**src/rtl/mul_arbiter_pkg.sv**
```systemverilog
// Shared definitions for the multiplier arbiter and its helpers.
//   state_e      : arbiter FSM encoding (IDLE/ISSUE/WAIT/RESP)
//   TIMEOUT_DEF  : default watchdog limit, in WAIT cycles
//   CNT_W_DEF    : default watchdog counter width
//   ID_ALU/ID_AGU: requester identifiers carried on rsp_id
package mul_arbiter_pkg;

  typedef enum logic [1:0] {
    ST_IDLE  = 2'd0,
    ST_ISSUE = 2'd1,
    ST_WAIT  = 2'd2,
    ST_RESP  = 2'd3
  } state_e;

  localparam int unsigned TIMEOUT_DEF = 40;
  localparam int unsigned CNT_W_DEF   = 6;

  localparam logic ID_ALU = 1'b0;
  localparam logic ID_AGU = 1'b1;

endpackage

```
**src/rtl/mul_sign_fix.sv**
```systemverilog
// Combinational sign handling around an unsigned 16x16 multiplier.
//   a_i, b_i   : raw operands
//   sgn_i      : 1 = operands are two's-complement signed
//   a_mag_o    : |a_i| when signed, else a_i (|-32768| = 0x8000 unsigned)
//   b_mag_o    : |b_i| when signed, else b_i
//   prod_i     : unsigned 32-bit product
//   neg_i      : 1 = negate the product
//   prod_o     : prod_i, two's-complement negated when neg_i
module mul_sign_fix (
  input  logic [15:0] a_i,
  input  logic [15:0] b_i,
  input  logic        sgn_i,
  output logic [15:0] a_mag_o,
  output logic [15:0] b_mag_o,
  input  logic [31:0] prod_i,
  input  logic        neg_i,
  output logic [31:0] prod_o
);

  logic [15:0] op_in  [2];
  logic [15:0] op_mag [2];

  assign op_in[0] = a_i;
  assign op_in[1] = b_i;

  genvar gi;
  generate
    for (gi = 0; gi < 2; gi++) begin : g_abs
      // Negating 0x8000 wraps back to 0x8000, which read as unsigned is
      // exactly the magnitude we want.
      assign op_mag[gi] = (sgn_i && op_in[gi][15]) ? (~op_in[gi] + 16'd1)
                                                   : op_in[gi];
    end
  endgenerate

  assign a_mag_o = op_mag[0];
  assign b_mag_o = op_mag[1];

  assign prod_o = neg_i ? (~prod_i + 32'd1) : prod_i;

endmodule

```
**src/rtl/mul_arbiter.sv**
```systemverilog
// Round-robin front end sharing one shift-add unsigned 16x16 multiplier
// between the ALU execute stage (requester 0) and the AGU (requester 1).
//   clk, rst            : clock, synchronous active-high reset
//   reqN/aN/bN/sgnN     : level request with operands and signed flag
//   ackN                : one-cycle accept pulse, operands latched
//   rsp_valid           : one-cycle result pulse
//   rsp_id/err/hi/lo    : requester, watchdog error, 32-bit product
//   busy                : FSM not in IDLE
//   mul_start/a/b       : start pulse and operand magnitudes to multiplier
//   mul_done/hi/lo      : multiplier completion and unsigned product
module mul_arbiter
  import mul_arbiter_pkg::*;
#(
  parameter int unsigned TIMEOUT = TIMEOUT_DEF,
  parameter int unsigned CNT_W   = CNT_W_DEF
) (
  input  logic        clk,
  input  logic        rst,
  input  logic        req0,
  input  logic [15:0] a0,
  input  logic [15:0] b0,
  input  logic        sgn0,
  output logic        ack0,
  input  logic        req1,
  input  logic [15:0] a1,
  input  logic [15:0] b1,
  input  logic        sgn1,
  output logic        ack1,
  output logic        rsp_valid,
  output logic        rsp_id,
  output logic        rsp_err,
  output logic [15:0] rsp_hi,
  output logic [15:0] rsp_lo,
  output logic        busy,
  output logic        mul_start,
  output logic [15:0] mul_a,
  output logic [15:0] mul_b,
  input  logic        mul_done,
  input  logic [15:0] mul_hi,
  input  logic [15:0] mul_lo
);

  localparam logic [CNT_W-1:0] TIMEOUT_CNT = CNT_W'(TIMEOUT);

  state_e state_q, state_d;

  logic             last_gnt_q, last_gnt_d;
  logic             id_q, id_d;
  logic             neg_q, neg_d;
  logic [CNT_W-1:0] wdog_q, wdog_d;
  logic             ack0_q, ack0_d;
  logic             ack1_q, ack1_d;
  logic             mul_start_q, mul_start_d;
  logic [15:0]      mul_a_q, mul_a_d;
  logic [15:0]      mul_b_q, mul_b_d;
  logic             rsp_valid_q, rsp_valid_d;
  logic             rsp_id_q, rsp_id_d;
  logic             rsp_err_q, rsp_err_d;
  logic [15:0]      rsp_hi_q, rsp_hi_d;
  logic [15:0]      rsp_lo_q, rsp_lo_d;
  logic             busy_q, busy_d;

  // Arbitration: a lone request wins outright; on a tie the requester that
  // did not win last time gets the grant.
  logic        any_req;
  logic        gnt;
  logic [15:0] a_sel, b_sel;
  logic        sgn_sel;
  logic [15:0] a_mag, b_mag;
  logic [31:0] prod_fix;
  logic [CNT_W-1:0] wdog_inc;
  logic        timeout_hit;

  assign any_req = req0 | req1;
  assign gnt     = (req0 && req1) ? ~last_gnt_q : req1;
  assign a_sel   = gnt ? a1 : a0;
  assign b_sel   = gnt ? b1 : b0;
  assign sgn_sel = gnt ? sgn1 : sgn0;

  assign wdog_inc    = wdog_q + CNT_W'(1);
  assign timeout_hit = (wdog_inc == TIMEOUT_CNT);

  mul_sign_fix u_sign_fix (
    .a_i     (a_sel),
    .b_i     (b_sel),
    .sgn_i   (sgn_sel),
    .a_mag_o (a_mag),
    .b_mag_o (b_mag),
    .prod_i  ({mul_hi, mul_lo}),
    .neg_i   (neg_q),
    .prod_o  (prod_fix)
  );

  // State register.
  always_ff @(posedge clk) begin
    if (rst) begin
      state_q <= ST_IDLE;
    end else begin
      state_q <= state_d;
    end
  end

  // Next-state logic.
  always_comb begin
    state_d = state_q;
    unique case (state_q)
      ST_IDLE:  if (any_req) state_d = ST_ISSUE;
      ST_ISSUE: state_d = ST_WAIT;
      ST_WAIT:  if (mul_done || timeout_hit) state_d = ST_RESP;
      ST_RESP:  state_d = ST_IDLE;
      default:  state_d = ST_IDLE;
    endcase
  end

  // Output / datapath next values. Every output is registered, so each
  // pulse is scheduled on the transition into the state it belongs to:
  // ack shows during ISSUE, mul_start during the first WAIT cycle and
  // rsp_valid during RESP.
  always_comb begin
    last_gnt_d  = last_gnt_q;
    id_d        = id_q;
    neg_d       = neg_q;
    wdog_d      = wdog_q;
    ack0_d      = 1'b0;
    ack1_d      = 1'b0;
    mul_start_d = 1'b0;
    mul_a_d     = mul_a_q;
    mul_b_d     = mul_b_q;
    rsp_valid_d = 1'b0;
    rsp_id_d    = rsp_id_q;
    rsp_err_d   = rsp_err_q;
    rsp_hi_d    = rsp_hi_q;
    rsp_lo_d    = rsp_lo_q;
    busy_d      = (state_d != ST_IDLE);

    unique case (state_q)
      ST_IDLE: begin
        if (any_req) begin
          ack0_d     = (gnt == ID_ALU);
          ack1_d     = (gnt == ID_AGU);
          id_d       = gnt;
          neg_d      = sgn_sel & (a_sel[15] ^ b_sel[15]);
          mul_a_d    = a_mag;
          mul_b_d    = b_mag;
          last_gnt_d = gnt;
        end
      end
      ST_ISSUE: begin
        mul_start_d = 1'b1;
        wdog_d      = '0;
      end
      ST_WAIT: begin
        if (mul_done) begin
          rsp_valid_d          = 1'b1;
          rsp_id_d             = id_q;
          rsp_err_d            = 1'b0;
          {rsp_hi_d, rsp_lo_d} = prod_fix;
        end else if (timeout_hit) begin
          rsp_valid_d          = 1'b1;
          rsp_id_d             = id_q;
          rsp_err_d            = 1'b1;
          {rsp_hi_d, rsp_lo_d} = '0;
        end else begin
          wdog_d = wdog_inc;
        end
      end
      default: ;
    endcase
  end

  // Output and datapath registers.
  always_ff @(posedge clk) begin
    if (rst) begin
      last_gnt_q  <= ID_AGU;
      id_q        <= 1'b0;
      neg_q       <= 1'b0;
      wdog_q      <= '0;
      ack0_q      <= 1'b0;
      ack1_q      <= 1'b0;
      mul_start_q <= 1'b0;
      mul_a_q     <= '0;
      mul_b_q     <= '0;
      rsp_valid_q <= 1'b0;
      rsp_id_q    <= 1'b0;
      rsp_err_q   <= 1'b0;
      rsp_hi_q    <= '0;
      rsp_lo_q    <= '0;
      busy_q      <= 1'b0;
    end else begin
      last_gnt_q  <= last_gnt_d;
      id_q        <= id_d;
      neg_q       <= neg_d;
      wdog_q      <= wdog_d;
      ack0_q      <= ack0_d;
      ack1_q      <= ack1_d;
      mul_start_q <= mul_start_d;
      mul_a_q     <= mul_a_d;
      mul_b_q     <= mul_b_d;
      rsp_valid_q <= rsp_valid_d;
      rsp_id_q    <= rsp_id_d;
      rsp_err_q   <= rsp_err_d;
      rsp_hi_q    <= rsp_hi_d;
      rsp_lo_q    <= rsp_lo_d;
      busy_q      <= busy_d;
    end
  end

  assign ack0      = ack0_q;
  assign ack1      = ack1_q;
  assign mul_start = mul_start_q;
  assign mul_a     = mul_a_q;
  assign mul_b     = mul_b_q;
  assign rsp_valid = rsp_valid_q;
  assign rsp_id    = rsp_id_q;
  assign rsp_err   = rsp_err_q;
  assign rsp_hi    = rsp_hi_q;
  assign rsp_lo    = rsp_lo_q;
  assign busy      = busy_q;

endmodule

```
**config.mk**
```make
export PLATFORM = sky130hd
export DESIGN_NAME = mul_arbiter
export DESIGN_NICKNAME = d
export VERILOG_FILES = /design/src/rtl/mul_arbiter_pkg.sv /design/src/rtl/mul_sign_fix.sv /design/src/rtl/mul_arbiter.sv
export SDC_FILE = /design/constraint.sdc
export NUM_CORES = 1
export LEC_CHECK = 0
export ABC_AREA = 1
export CORE_AREA = 2 2 108 110
export DETAILED_ROUTE_END_ITERATION = 7
export DIE_AREA = 0 0 110 112
export DONT_BUFFER_PORTS = 1
export PLACE_DENSITY = 0.71
export SLEW_MARGIN = 20
export SYNTH_ARGS = -nofsm -noshare
export SYNTH_HDL_FRONTEND = slang
export SYNTH_HIERARCHICAL = 1
export SYNTH_SLANG_ARGS = --single-unit
```
**constraint.sdc**
```tcl
create_clock -name clk -period 2.5 [get_ports clk]
set_clock_uncertainty 0.05 [all_clocks]
set_input_delay 0.125 -clock clk [delete_from_list [all_inputs] [get_ports clk]]
set_output_delay 0.125 -clock clk [all_outputs]
set_load 0.01 [all_outputs]
```
==> reports/metrics.yaml, run 1 <==
synth_area_leaders: "dfxtp_1, nand2_1, nor2_1"
postRouteAntennaNets: 0
regToRegEndpoint: "mul_b[7]$_SDFFE_PP0P_"
routabilityCongestion: 0.9082
dieArea_mm2: 0.01232
layout-drive-gt1-share_pct: 9.212
postLayoutCoreUtil_pct: 54.07
drt_iter0_markers: 222
crit_slowest_cell: "dfxtp_1"
portBuffers: 0
via_count: 5317
worstSkewPairLatency_ns: 0.34
hp-start: "mul_hi[2]"
synth_area_mm2: 0.005454
cts_buffers: 9
fin_crit_sh_pct: 89.57
async_flop_share_pct: 0
syn_avg_cell_area_um2: 6.135
r2r_cells: 13
drv_cap: 0
yosysWarningCount: 6
via_per_inst: 5.093
rr_startpoint: "last_gnt_q$_SDFFE_PP1P_"
p_leak_nw: 2.785
maxSlewHeadroom_pct: 53.09
ys_types: 35
post-place-cells: 1005
wirelength_um: 14020
whs_path_depth: 5
power_density_mw_per_mm2: 865.0
r2r_slack_ns: 0.26
area_growth_pct: 10.78
run_status: "complete, no violations"
period_minus_slack_ns: 2.239
worstHoldEndpoint: "rsp_hi[2]$_SDFFE_PP0P_"
cpPeakStageDelay_ns: 0.33
finalSetupViolCount: 0
tightest_slew_ns: 0.7029
grt_pass1_wl_um: 22800
synth_enable_flop_cells: 0
synthTopCellsByCount: "nand2_1, nor2_1, dfxtp_1"
ir_drop_mv: 0.4562
cts_buffer_depth: 2
critPathKind: "reg2reg"
synth_top_area_share_pct: 30.10
clockRootBuffer: "clkbuf_16"
core_area_mm2: 0.01117
fin_area_mm2: 0.006042
worst_ep_arrival_time_ns: 2.41
cts_tree: "done"
pin_count: 174
post-synth-top-count-cell: "nand2_1"
regArea_mm2: 0.001642
die_w_um: 110
diodes: 0
synth-xor-area-share_pct: 5.299
fmaxAchievable_mhz: 446.6
multi_input_area_mm2: 0.003331
synth_seq_cells: 82
drv_slew: 0
fin_hold_ws_ns: 0.006315
placed_area_mm2: 0.005508
cp_max_fo: 32
holdCritPathClass: "in2reg"
die_h_um: 112
grt_pass1_vias: 4901
grt_max_degree: 47
antenna_found_initial: 0
fin_cells: 1044
synth_top_cell_by_area: "dfxtp_1"
synthesis.nets: 1000
synth-compound-area-share_pct: 10.85
cts_setup_buffers: 0
wl_per_cell_um: 13.43
std_cell_rows: 39
synth_ff_type: "dfxtp_1"
crit_chain: "nand2_1 -> nand2_1 -> clkinv_1 -> buf_12 -> nand2_1 -> nand2_1 -> nor2_1 -> nand4_1 -> nor2_1 -> nor2_1 -> xor2_1 -> o21ai_0 -> nor2_1"
fin_ws_ns: 0.2607
drc: 0
nNetsFinal: 1007
crit_required_ns: 2.67
clkTransAtPathRegs_ns: 0.07
synth_top_family_by_area: "simple AND/OR/NAND/NOR gates"
h-tree-depth: 3
grt.total_usage_pct: 22.93
worstSetupStartpointType: "register"
post-place-ws_ns: 0.3221
synthSimpleGateAreaFrac_pct: 43.08
fillers: 1147
finalHoldViolations: 0
hpwl_um: 10420
drtPass1Iterations: 4
yosys.area_share.adder_pct: 1.835
grt-ovfl-total: 0
crit_path_end_kind: "register"
yosysSeqAreaShare_pct: 30.10
initial_core_util_pct: 48.81
cts_sinks: 82
netlist_instances: 889
synth.area.mux_share_pct: 0
cell families (layout without fill, tap and decap cells):
kind of cell / Yosys count / count (layout)
adder cells (fa/ha/maj): 8 / 8
AND/OR/NAND/NOR: 550 / 550
buffers and inverters: 110 / 122
AO/OA/AOI/OAI: 106 / 106
XOR/XNOR: 33 / 33
flip-flops: 82 / 82
worst max-delay path, delay by kind of cell (launching register included):
family | cells | cell delay (ns)
AO/OA/AOI/OAI | 1 | 0.20
XOR/XNOR | 1 | 0.14
buffers and inverters | 2 | 0.37
flip-flops | 1 | 0.33
AND/OR/NAND/NOR | 9 | 1.01
cell type report:
class | count | area share (%)
multi-input cells | 697 | 55.13
flip-flops and latches | 82 | 27.17
repair buffers | 31 | 5.239
inverters | 75 | 4.701
clock buffers | 11 | 4.183
well taps | 143 | 2.961
clock inverters | 5 | 0.6212
power by group:
group | internal [mW] | leakage [nW] | switching (mW) | total, mW
registers | 1.59 | 0.672 | 0.331 | 1.92
clock network | 0.731 | 0.138 | 0.562 | 1.29
logic | 0.709 | 1.97 | 1.30 | 2.01
cell usage in the layout (no fill, tap or decap), types with 3 or more instances in the layout:
cell / synthesis / layout
clkbuf_16: 0 / 9
nor2_4: 7 / 7
xnor2_1: 7 / 7
clkinv_1: 3 / 3
nor3_1: 3 / 3
nand2_1: 311 / 311
nand2_4: 7 / 7
inv_2: 3 / 3
nand3b_1: 3 / 3
a21oi_2: 10 / 10
dlygate4sd3_1: 0 / 22
xor2_1: 26 / 26
a21oi_1: 37 / 37
nand2_2: 19 / 19
o21ai_2: 3 / 3
buf_4: 3 / 6
dfxtp_1: 82 / 82
nand4_1: 12 / 12
o21ai_0: 47 / 47
nor2_2: 5 / 5
a31oi_1: 4 / 4
nand3_1: 39 / 39
inv_1: 68 / 68
nor2_1: 141 / 141
ha_1: 8 / 8
worst max-delay path by stage:
| stage | from | end | depth (start not counted) |
|---|---|---|---|
| after floorplan | last_gnt_q$_SDFFE_PP1P_ | mul_b[12]$_SDFFE_PP0P_ | 15 |
| after global placement | last_gnt_q$_SDFFE_PP1P_ | mul_b[12]$_SDFFE_PP0P_ | 15 |
| after detailed placement | last_gnt_q$_SDFFE_PP1P_ | mul_b[7]$_SDFFE_PP0P_ | 13 |
| after CTS | last_gnt_q$_SDFFE_PP1P_ | mul_b[7]$_SDFFE_PP0P_ | 13 |
| after global routing | last_gnt_q$_SDFFE_PP1P_ | mul_b[12]$_SDFFE_PP0P_ | 15 |
| final | last_gnt_q$_SDFFE_PP1P_ | mul_b[7]$_SDFFE_PP0P_ | 13 |
what timing repair did:
action	in CTS	in global routing
hold endpoints to repair	47	0
endpoints found under the setup margin	0	1
resized for setup	0	1
hold buffers	23	0
per-layer routing:
layer	up-vias	part of all wire [%]	track usage (%)
met3	21	8.1	6.148
met5	-	0	0
met2	175	46	37.83
li1	2788	-	-
met1	2333	43	28.68
met4	0	2.1	7.511
sequential cells by signal, indices dropped and copies added, names as in the netlist, 2 cells and up:
signal	flops
rsp_lo	16
mul_b	16
state_q	2
mul_a	16
rsp_hi	16
wdog_q	6
through the flow:
stage	power [mW]	TNS (ns)
final	5.226	0
after global routing	5.647	-0.004182
after CTS	5.261	0
after detailed placement	3.913	0
after global placement	3.882	0
after floorplan	3.517	0
Note: power is estimated with default switching activity, not from simulation.
==> run 2: changes to the inputs <==
--- a/config.mk
+++ b/config.mk
@@ -6,13 +6,13 @@
 export NUM_CORES = 1
 export LEC_CHECK = 0
 export ABC_AREA = 1
-export CORE_AREA = 2 2 108 110
+export CORE_AREA = 2 2 109 111
 export DETAILED_ROUTE_END_ITERATION = 7
-export DIE_AREA = 0 0 110 112
+export DIE_AREA = 0 0 111 113
 export DONT_BUFFER_PORTS = 1
+export GPL_TIMING_DRIVEN = 0
 export PLACE_DENSITY = 0.71
 export SLEW_MARGIN = 20
 export SYNTH_ARGS = -nofsm -noshare
 export SYNTH_HDL_FRONTEND = slang
-export SYNTH_HIERARCHICAL = 1
 export SYNTH_SLANG_ARGS = --single-unit
==> run 2 against run 1 <==
Compared with the run above: combinational power is 32% lower; non-clock buffer count is 26 higher; wire length is 17% higher; utilization is 1.5 points higher; sequential share of layout area is 0.97 points lower; power is 14% lower.
==> reports/metrics.yaml, run 2 <==
run_status: "complete, no violations"  # unchanged
drc: 0  # unchanged
pin_count: 174  # unchanged
via_per_inst: 5.254  # was 5.093
tns_ns: 0  # unchanged
wl_per_cell_um: 14.97  # was 13.43 µm
drtPass1Iterations: 6  # was 4
maxSlewHeadroom_pct: 50.34  # was 53.09%
p_leak_nw: 2.915  # was 2.785 nW
regToRegEndpoint: "mul_b[6]$_SDFFE_PP0P_"  # was mul_b[7]$_SDFFE_PP0P_
cts_buffers: 9  # unchanged
grt.total_usage_pct: 26.68  # was 22.93%
r2r_slack_ns: 0.33  # was 0.26 ns
postLayoutCoreUtil_pct: 55.58  # was 54.07%
diodes: 0  # unchanged
die_h_um: 113  # was 112 µm
yosysWarningCount: 0  # was 6
rr_startpoint: "last_gnt_q$_SDFFE_PP1P_"  # unchanged
crit_path_end_kind: "register"  # unchanged
dieArea_mm2: 0.01254  # was 0.01232 mm²
worstSetupStartpoint: "last_gnt_q$_SDFFE_PP1P_"  # unchanged
switching_power_mw: 1.694  # was 2.195 mW
fmaxAchievable_mhz: 461.0  # was 446.6 MHz
post-synth-top-count-cell: "nand2_1"  # unchanged
critPathKind: "reg2reg"  # unchanged
cts_sinks: 82  # unchanged
synth_area_mm2: 0.005580  # was 0.005454 mm²
worstHoldEndpoint: "rsp_lo[15]$_SDFFE_PP0P_"  # was rsp_hi[2]$_SDFFE_PP0P_
via_count: 5753  # was 5317
crit_chain: "nand2_4 -> nand2_8 -> buf_4 -> nand2_1 -> nand2_1 -> inv_1 -> ha_1 -> nand2_1 -> nor2_1 -> nand2_1 -> nand2_2 -> nand2_1 -> nand3_1 -> o211ai_1 -> inv_1"  # was nand2_1 -> nand2_1 -> clkinv_1 -> buf_12 -> nand2_1 -> nand2_1 -> nor2_1 -> nand4_1 -> nor2_1 -> nor2_1 -> xor2_1 -> o21ai_0 -> nor2_1
cts_tree: "done"  # unchanged
clkTransAtPathRegs_ns: 0.07  # about the same
die_w_um: 111  # was 110 µm
grt_pass1_vias: 5376  # was 4901
power_density_mw_per_mm2: 716.4  # was 865.0 mW/mm²
p_comb_share_pct: 30.4  # was 38.5%
cpPeakStageDelay_ns: 0.37  # was 0.33 ns
grt-ovfl-total: 0  # unchanged
syn_avg_cell_area_um2: 6.092  # was 6.135 µm²
postRouteAntennaNets: 0  # unchanged
synth_top_cell_by_area: "dfxtp_1"  # unchanged
worst_ep_arrival_time_ns: 2.36  # was 2.41 ns
synthesis.nets: 1027  # was 1000
async_flop_share_pct: 0  # unchanged
power_mw: 4.488  # was 5.226 mW
nNetsFinal: 1058  # was 1007
synth_area_leaders: "dfxtp_1, nand2_1, nand3_1"  # was dfxtp_1, nand2_1, nor2_1
tightest_slew_ns: 0.7449  # was 0.7029 ns
std_cell_rows: 39  # unchanged
ys_types: 38  # was 35
ir_drop_mv: 0.3871  # was 0.4562 mV
yosysSeqAreaShare_pct: 29.42  # was 30.10%
finalSetupViolCount: 0  # unchanged
finalHoldViolations: 0  # unchanged
core_area_mm2: 0.01127  # was 0.01117 mm²
fin_crit_sh_pct: 86.77  # was 89.57%
synthTopCellsByCount: "nand2_1, inv_1, nor2_1"  # was nand2_1, nor2_1, dfxtp_1
portBuffers: 0  # unchanged
hp-start: "mul_lo[15]"  # was mul_hi[2]
synth_ff_type: "dfxtp_1"  # unchanged
wirelength_um: 16400  # was 14020 µm
crit_required_ns: 2.69  # was 2.67 ns
power.share.switching_pct: 37.75  # was 42.00%
post-place-ws_ns: 0.3511  # was 0.3221 ns
clkPwrFrac_pct: 30.3  # was 24.7%
h-tree-depth: 3  # unchanged
whs_path_depth: 4  # was 5
layout-drive-gt1-share_pct: 8.508  # was 9.212%
antenna_found_initial: 0  # unchanged
crit_slowest_cell: "dfxtp_1"  # unchanged
drv_slew: 0  # unchanged
post-place-cells: 1059  # was 1005
routabilityCongestion: 0.9478  # was 0.9082
cts_buffer_depth: 2  # unchanged
holdCritPathClass: "in2reg"  # unchanged
drv_cap: 0  # unchanged
cts-resized-gates: 0  # unchanged
initial_core_util_pct: 49.51  # was 48.81%
hpwl_um: 12590  # was 10420 µm
fin_cells: 1095  # was 1044
drt_iter0_markers: 441  # was 222
path_common_cell: "nand2_1"
netlist_instances: 916  # was 889
area_growth_pct: 12.26  # was 10.78%
grt_max_degree: 15  # was 47
final_cell_mix: "nand2_1, inv_1, nor2_1"  # was nand2_1, nor2_1, dfxtp_1
synth_seq_cells: 82  # unchanged
intPower_mw: 2.794  # was 3.031 mW
clockRootBuffer: "clkbuf_16"  # unchanged
rsz0062_at_grt: "no"
worstSkewPairLatency_ns: 0.34  # about the same
r2r_cells: 15  # was 13
synth_enable_flop_cells: 0  # unchanged
seq_power_share_pct: 39.3  # was 36.8%
worstSetupStartpointType: "register"  # unchanged
synth_top_area_share_pct: 29.42  # was 30.10%
grt_pass1_wl_um: 27120  # was 22800 µm
layout_commonest_cell: "nand2_1"  # unchanged
period_minus_slack_ns: 2.169  # was 2.239 ns
cp_max_fo: 10  # was 32
fin_ws_ns: 0.3308  # was 0.2607 ns
==> run 2: cell types whose count changed after synthesis, sizes merged, moves of 7 or more <==
cell    previous run  this run
o21ai             52        45
inv               72       106
nor2             153       106
o211ai             0        11
xor2              26        18
a21oi             47        54
nand3             42        80
nand2            337       330
==> run 2: power groups by stage <==
stage | sequential [mW] | combinational (mW) | clock [mW]
after floorplan | 1.73 | 1.05 | 0
after global placement | 1.79 | 1.31 | 0
after detailed placement | 1.79 | 1.32 | 0
after CTS | 1.77 | 1.36 | 1.39
after global routing | 1.79 | 1.56 | 1.43
final | 1.77 | 1.36 | 1.36
==> run 2: per-stage QoR <==
stage	hold WS, ns	instance area, µm²
2_1_floorplan	0.2240	5580
5_1_grt	0.04115	6265
3_3_place_gp	0.2278	5759
4_1_cts	0.00001951	6265
3_5_place_dp	0.2350	5759
6_report	0.01171	6265
==> run 2: layout make-up <==
type | count | area, µm²
plain buffers | 37 | 234.0
clock buffers | 10 | 239.0
clock inverters | 6 | 66.31
multi-input cells | 689 | 3299
fillers | 1163 | 5007
repair buffers | 20 | 200.2
inverters | 108 | 405.4
flip-flops and latches | 82 | 1642
well taps | 143 | 178.9
==> run 2: how the worst max path moves through the flow <==
stage                       endpoint  slack (ns)  cells past startpoint
2_1_floorplan  mul_b[6]$_SDFFE_PP0P_        0.66                     15
3_3_place_gp   mul_b[6]$_SDFFE_PP0P_        0.37                     15
3_5_place_dp   mul_b[6]$_SDFFE_PP0P_        0.35                     15
4_1_cts        mul_b[6]$_SDFFE_PP0P_        0.34                     15
5_1_grt        mul_b[8]$_SDFFE_PP0P_        0.11                     15
6_report       mul_b[6]$_SDFFE_PP0P_        0.33                     15
==> run 2: cells by family (layout without fill, tap and decap cells) <==
kind of cell	after synthesis	after routing	share of synthesized area (%)
flip-flops	82	82	29.42
XOR/XNOR	26	26	4.081
buffers and inverters	145	181	11.46
adder cells (fa/ha/maj)	8	8	1.794
AO/OA/AOI/OAI	114	114	11.59
AND/OR/NAND/NOR	541	541	41.66
==> run 2: timing repair <==
action	CTS	global route
hold buffers	20	0
hold endpoints to repair	20	0
setup buffers	0	0
==> run 2: worst max-delay path: cells and delay by family, from the launching register on <==
kind                     cells  cell delay, ns
adder cells (fa/ha/maj)      1            0.22
flip-flops                   1            0.37
buffers and inverters        3            0.35
AND/OR/NAND/NOR             10            0.95
AO/OA/AOI/OAI                1            0.11
==> run 2: metal layers <==
| metal | up-vias | global-route usage (%) | routed length (µm) |
|---|---|---|---|
| met2 | 229 | 43.97 | 7414 |
| met4 | 0 | 9.500 | 376 |
| met3 | 25 | 6.642 | 1345 |
| met1 | 2549 | 34.19 | 7260 |
| li1 | 2950 | - | - |
| met5 | - | 0 | 0 |
==> run 3: changes to the inputs <==
--- a/config.mk
+++ b/config.mk
@@ -5,10 +5,11 @@
 export SDC_FILE = /design/constraint.sdc
 export NUM_CORES = 1
 export LEC_CHECK = 0
-export ABC_AREA = 1
-export CORE_AREA = 2 2 109 111
+export ABC_AREA = 0
+export CORE_AREA = 2 2 103 105
+export CTS_CLUSTER_SIZE = 10
 export DETAILED_ROUTE_END_ITERATION = 7
-export DIE_AREA = 0 0 111 113
+export DIE_AREA = 0 0 105 107
 export DONT_BUFFER_PORTS = 1
 export GPL_TIMING_DRIVEN = 0
 export PLACE_DENSITY = 0.71
==> constraint.sdc (replaced) <==
create_clock -name clk -period 2.8 [get_ports clk]
set_clock_uncertainty 0.05 [all_clocks]
set_input_delay 0.14 -clock clk [delete_from_list [all_inputs] [get_ports clk]]
set_output_delay 0.14 -clock clk [all_outputs]
set_load 0.01 [all_outputs]
==> run 3 against run 2 <==
Compared with the run above: power decreased by 8.8%; maximum frequency down 19%; non-clock buffer count increased by 6; first-iteration DRC count decreased by 27%; utilization is 0.97 points higher; largest cell class unchanged.
==> reports/metrics.yaml, run 3 <==
wl_per_cell_um: 20.07  # was 14.97 µm
synth_top_area_share_pct: 33.35  # was 29.42%
cts_buffer_depth: 2  # unchanged
portBuffers: 0  # unchanged
use_met2_pct: 47.36  # was 43.97%
tns_ns: 0  # unchanged
cts_buffers: 9  # unchanged
grt_pass1_vias: 4919  # was 5376
crit_slowest_cell: "dfxtp_1"  # unchanged
synth_enable_flop_cells: 0  # unchanged
post-place-ws_ns: -0.5213  # was 0.3511 ns
area_growth_pct: 15.94  # was 12.26%
finalSetupViolCount: 0  # unchanged
final_cell_mix: "dfxtp_1, nand2_1, nor2_1"  # was nand2_1, inv_1, nor2_1
grt_pass1_wl_um: 24900  # was 27120 µm
grt_use_met3_pct: 10.21  # was 6.642%
drt_iter0_markers: 322  # was 441
use_met1_pct: 31.16  # was 34.19%
routabilityCongestion: 0.9270  # was 0.9478
crit_path_end_kind: "register"  # unchanged
layout_commonest_cell: "dfxtp_1"  # was nand2_1
drtPass1Iterations: 5  # was 6
pin_count: 174  # unchanged
cp_max_fo: 10  # unchanged
netlist_instances: 605  # was 916
drc: 0  # unchanged
grt-ovfl-total: 0  # unchanged
via_count: 4915  # was 5753
diodes: 0  # unchanged
wirelength_um: 15810  # was 16400 µm
busiest_layer: "met2"  # unchanged
drv_cap: 0  # unchanged
layout-drive-gt1-share_pct: 6.902  # was 8.508%
synth_seq_cells: 82  # unchanged
synthTopCellsByCount: "dfxtp_1, nand2_1, nor2_1"  # was nand2_1, inv_1, nor2_1
h-tree-depth: 3  # unchanged
core_area_mm2: 0.01009  # was 0.01127 mm²
post-place-cells: 741  # was 1059
yosysWarningCount: 0  # unchanged
grt_max_degree: 15  # unchanged
fin_cells: 788  # was 1095
initial_core_util_pct: 48.77  # was 49.51%
antenna_found_initial: 0  # unchanged
syn_avg_cell_area_um2: 8.136  # was 6.092 µm²
period_minus_slack_ns: 2.686  # was 2.169 ns
async_flop_share_pct: 0  # unchanged
synth_top_cell_by_area: "dfxtp_1"  # unchanged
critPathKind: "reg2reg"  # unchanged
placed_area_mm2: 0.005094  # was 0.005759 mm²
die_w_um: 105  # was 111 µm
std_cell_rows: 37  # was 39
tightest_slew_ns: 0.9449  # was 0.7449 ns
synth_ff_type: "dfxtp_1"  # unchanged
crit_chain: "a21bo_4 -> buf_6 -> buf_6 -> mux2i_2 -> ha_1 -> inv_1 -> nor4_2 -> a22o_1 -> a21oi_1 -> and3_1 -> a311o_1"  # was nand2_4 -> nand2_8 -> buf_4 -> nand2_1 -> nand2_1 -> inv_1 -> ha_1 -> nand2_1 -> nor2_1 -> nand2_1 -> nand2_2 -> nand2_1 -> nand3_1 -> o211ai_1 -> inv_1
holdCritPathClass: "in2reg"  # unchanged
worstSkewPairLatency_ns: 0.36  # was 0.34 ns
cpPeakStageDelay_ns: 0.39  # was 0.37 ns
p_leak_nw: 2.120  # was 2.915 nW
run_status: "complete, no violations"  # unchanged
power_density_mw_per_mm2: 717.0  # was 716.4 mW/mm²
via_per_inst: 6.237  # was 5.254
fin_ws_ns: 0.1140  # was 0.3308 ns
fin_crit_sh_pct: 95.93  # was 86.77%
synth_area_leaders: "dfxtp_1, mux2i_1, xnor2_1"  # was dfxtp_1, nand2_1, nand3_1
post-synth-top-count-cell: "dfxtp_1"  # was nand2_1
fillers: 971  # was 1163
postRouteAntennaNets: 0  # unchanged
fmaxAchievable_mhz: 372.3  # was 461.0 MHz
worst_ep_arrival_time_ns: 2.89  # was 2.36 ns
dieArea_mm2: 0.01124  # was 0.01254 mm²
yosysSeqAreaShare_pct: 33.35  # was 29.42%
cts_sinks: 82  # unchanged
fin_hold_ws_ns: 0.004914  # was 0.01171 ns
path_common_cell: "buf_6"  # was nand2_1
synth_area_mm2: 0.004922  # was 0.005580 mm²
rsz0062_at_grt: "yes"  # was no
drv_slew: 0  # unchanged
ir_drop_mv: 0.3681  # was 0.3871 mV
cts_tree: "done"  # unchanged
clockRootBuffer: "clkbuf_8"  # was clkbuf_16
die_h_um: 107  # was 113 µm
grt.total_usage_pct: 27.98  # was 26.68%
nNetsFinal: 758  # was 1058
hpwl_um: 11860  # was 12590 µm
finalHoldViolations: 0  # unchanged
synthesis.nets: 716  # was 1027
crit_required_ns: 3.01  # was 2.69 ns
maxSlewHeadroom_pct: 35.38  # was 50.34%
ys_types: 56  # was 38
clkTransAtPathRegs_ns: 0.09  # was 0.07 ns
fin_area_mm2: 0.005707  # was 0.006265 mm²
worstSetupStartpointType: "register"  # unchanged
-- run 3: area by class of cell --
cell class / count / area, µm² / area share [%]
clock buffers: 11 / 151.4 / 2.653
clock inverters: 5 / 86.33 / 1.513
repair buffers: 33 / 330.3 / 5.788
plain buffers: 30 / 173.9 / 3.048
well taps: 136 / 170.2 / 2.982
flip-flops and latches: 82 / 1642 / 28.77
multi-input cells: 482 / 3119 / 54.66
inverters: 9 / 33.78 / 0.5920
-- run 3: worst max-delay path, delay by kind of cell, from the launching register on --
family	cells	cell delay, ns
flip-flops	1	0.39
AND/OR/NAND/NOR	2	0.41
adder cells (fa/ha/maj)	1	0.17
buffers and inverters	3	0.49
AO/OA/AOI/OAI	4	0.81
multiplexers	1	0.26
-- run 3: kinds of logic after synthesis --
logic type	count (synthesis)	share of synthesized area [%]
AOI/OAI and AO/OA	155	21.33
xor gates and xnor gates	49	8.719
adders and majority gates	8	2.034
buffers and inverters	41	3.940
DFF	82	33.35
muxes	39	8.007
and+or+nand+nor	231	22.62
-- run 3: per-layer routing --
layer	vias to the layer above	wire, µm
li1	2308	-
met1	2304	6109
met2	268	7547
met3	35	1726
met4	0	430
met5	-	0
-- run 3: worst paths after layout --
| kind | depth (start not counted) | slack, ns | from | end |
|---|---|---|---|---|
| worst max-delay path | 11 | 0.11 | last_gnt_q$_SDFFE_PP1P_ | mul_b[10]$_SDFFE_PP0P_ |
| worst min-delay path | 2 | 0.005 | req0 | last_gnt_q$_SDFFE_PP1P_ |
| worst max register to register | 11 | 0.11 | last_gnt_q$_SDFFE_PP1P_ | mul_b[10]$_SDFFE_PP0P_ |
| worst min register to register | 2 | 0.42 | id_q$_SDFFE_PP0P_ | rsp_id$_SDFFE_PP0P_ |
-- run 3: repair_timing --
action	CTS	global route
gates resized for setup	10	10
setup buffers	0	0
endpoints found under the hold margin	29	1
hold buffers	32	1
endpoints found under the setup margin	12	16
-- run 3: report_power, final --
part	internal (mW)	total, mW	switching, mW
Combinational	0.533	1.39	0.854
Clock	0.556	1.00	0.446
Sequential	1.42	1.70	0.286
-- run 3: per-stage QoR --
stage	utilization, %	power [mW]
global route	56.55	4.327
global placement	50.47	2.997
finish	56.55	4.092
CTS	56.35	4.097
detailed placement	50.47	3.041
floorplan	-	2.654
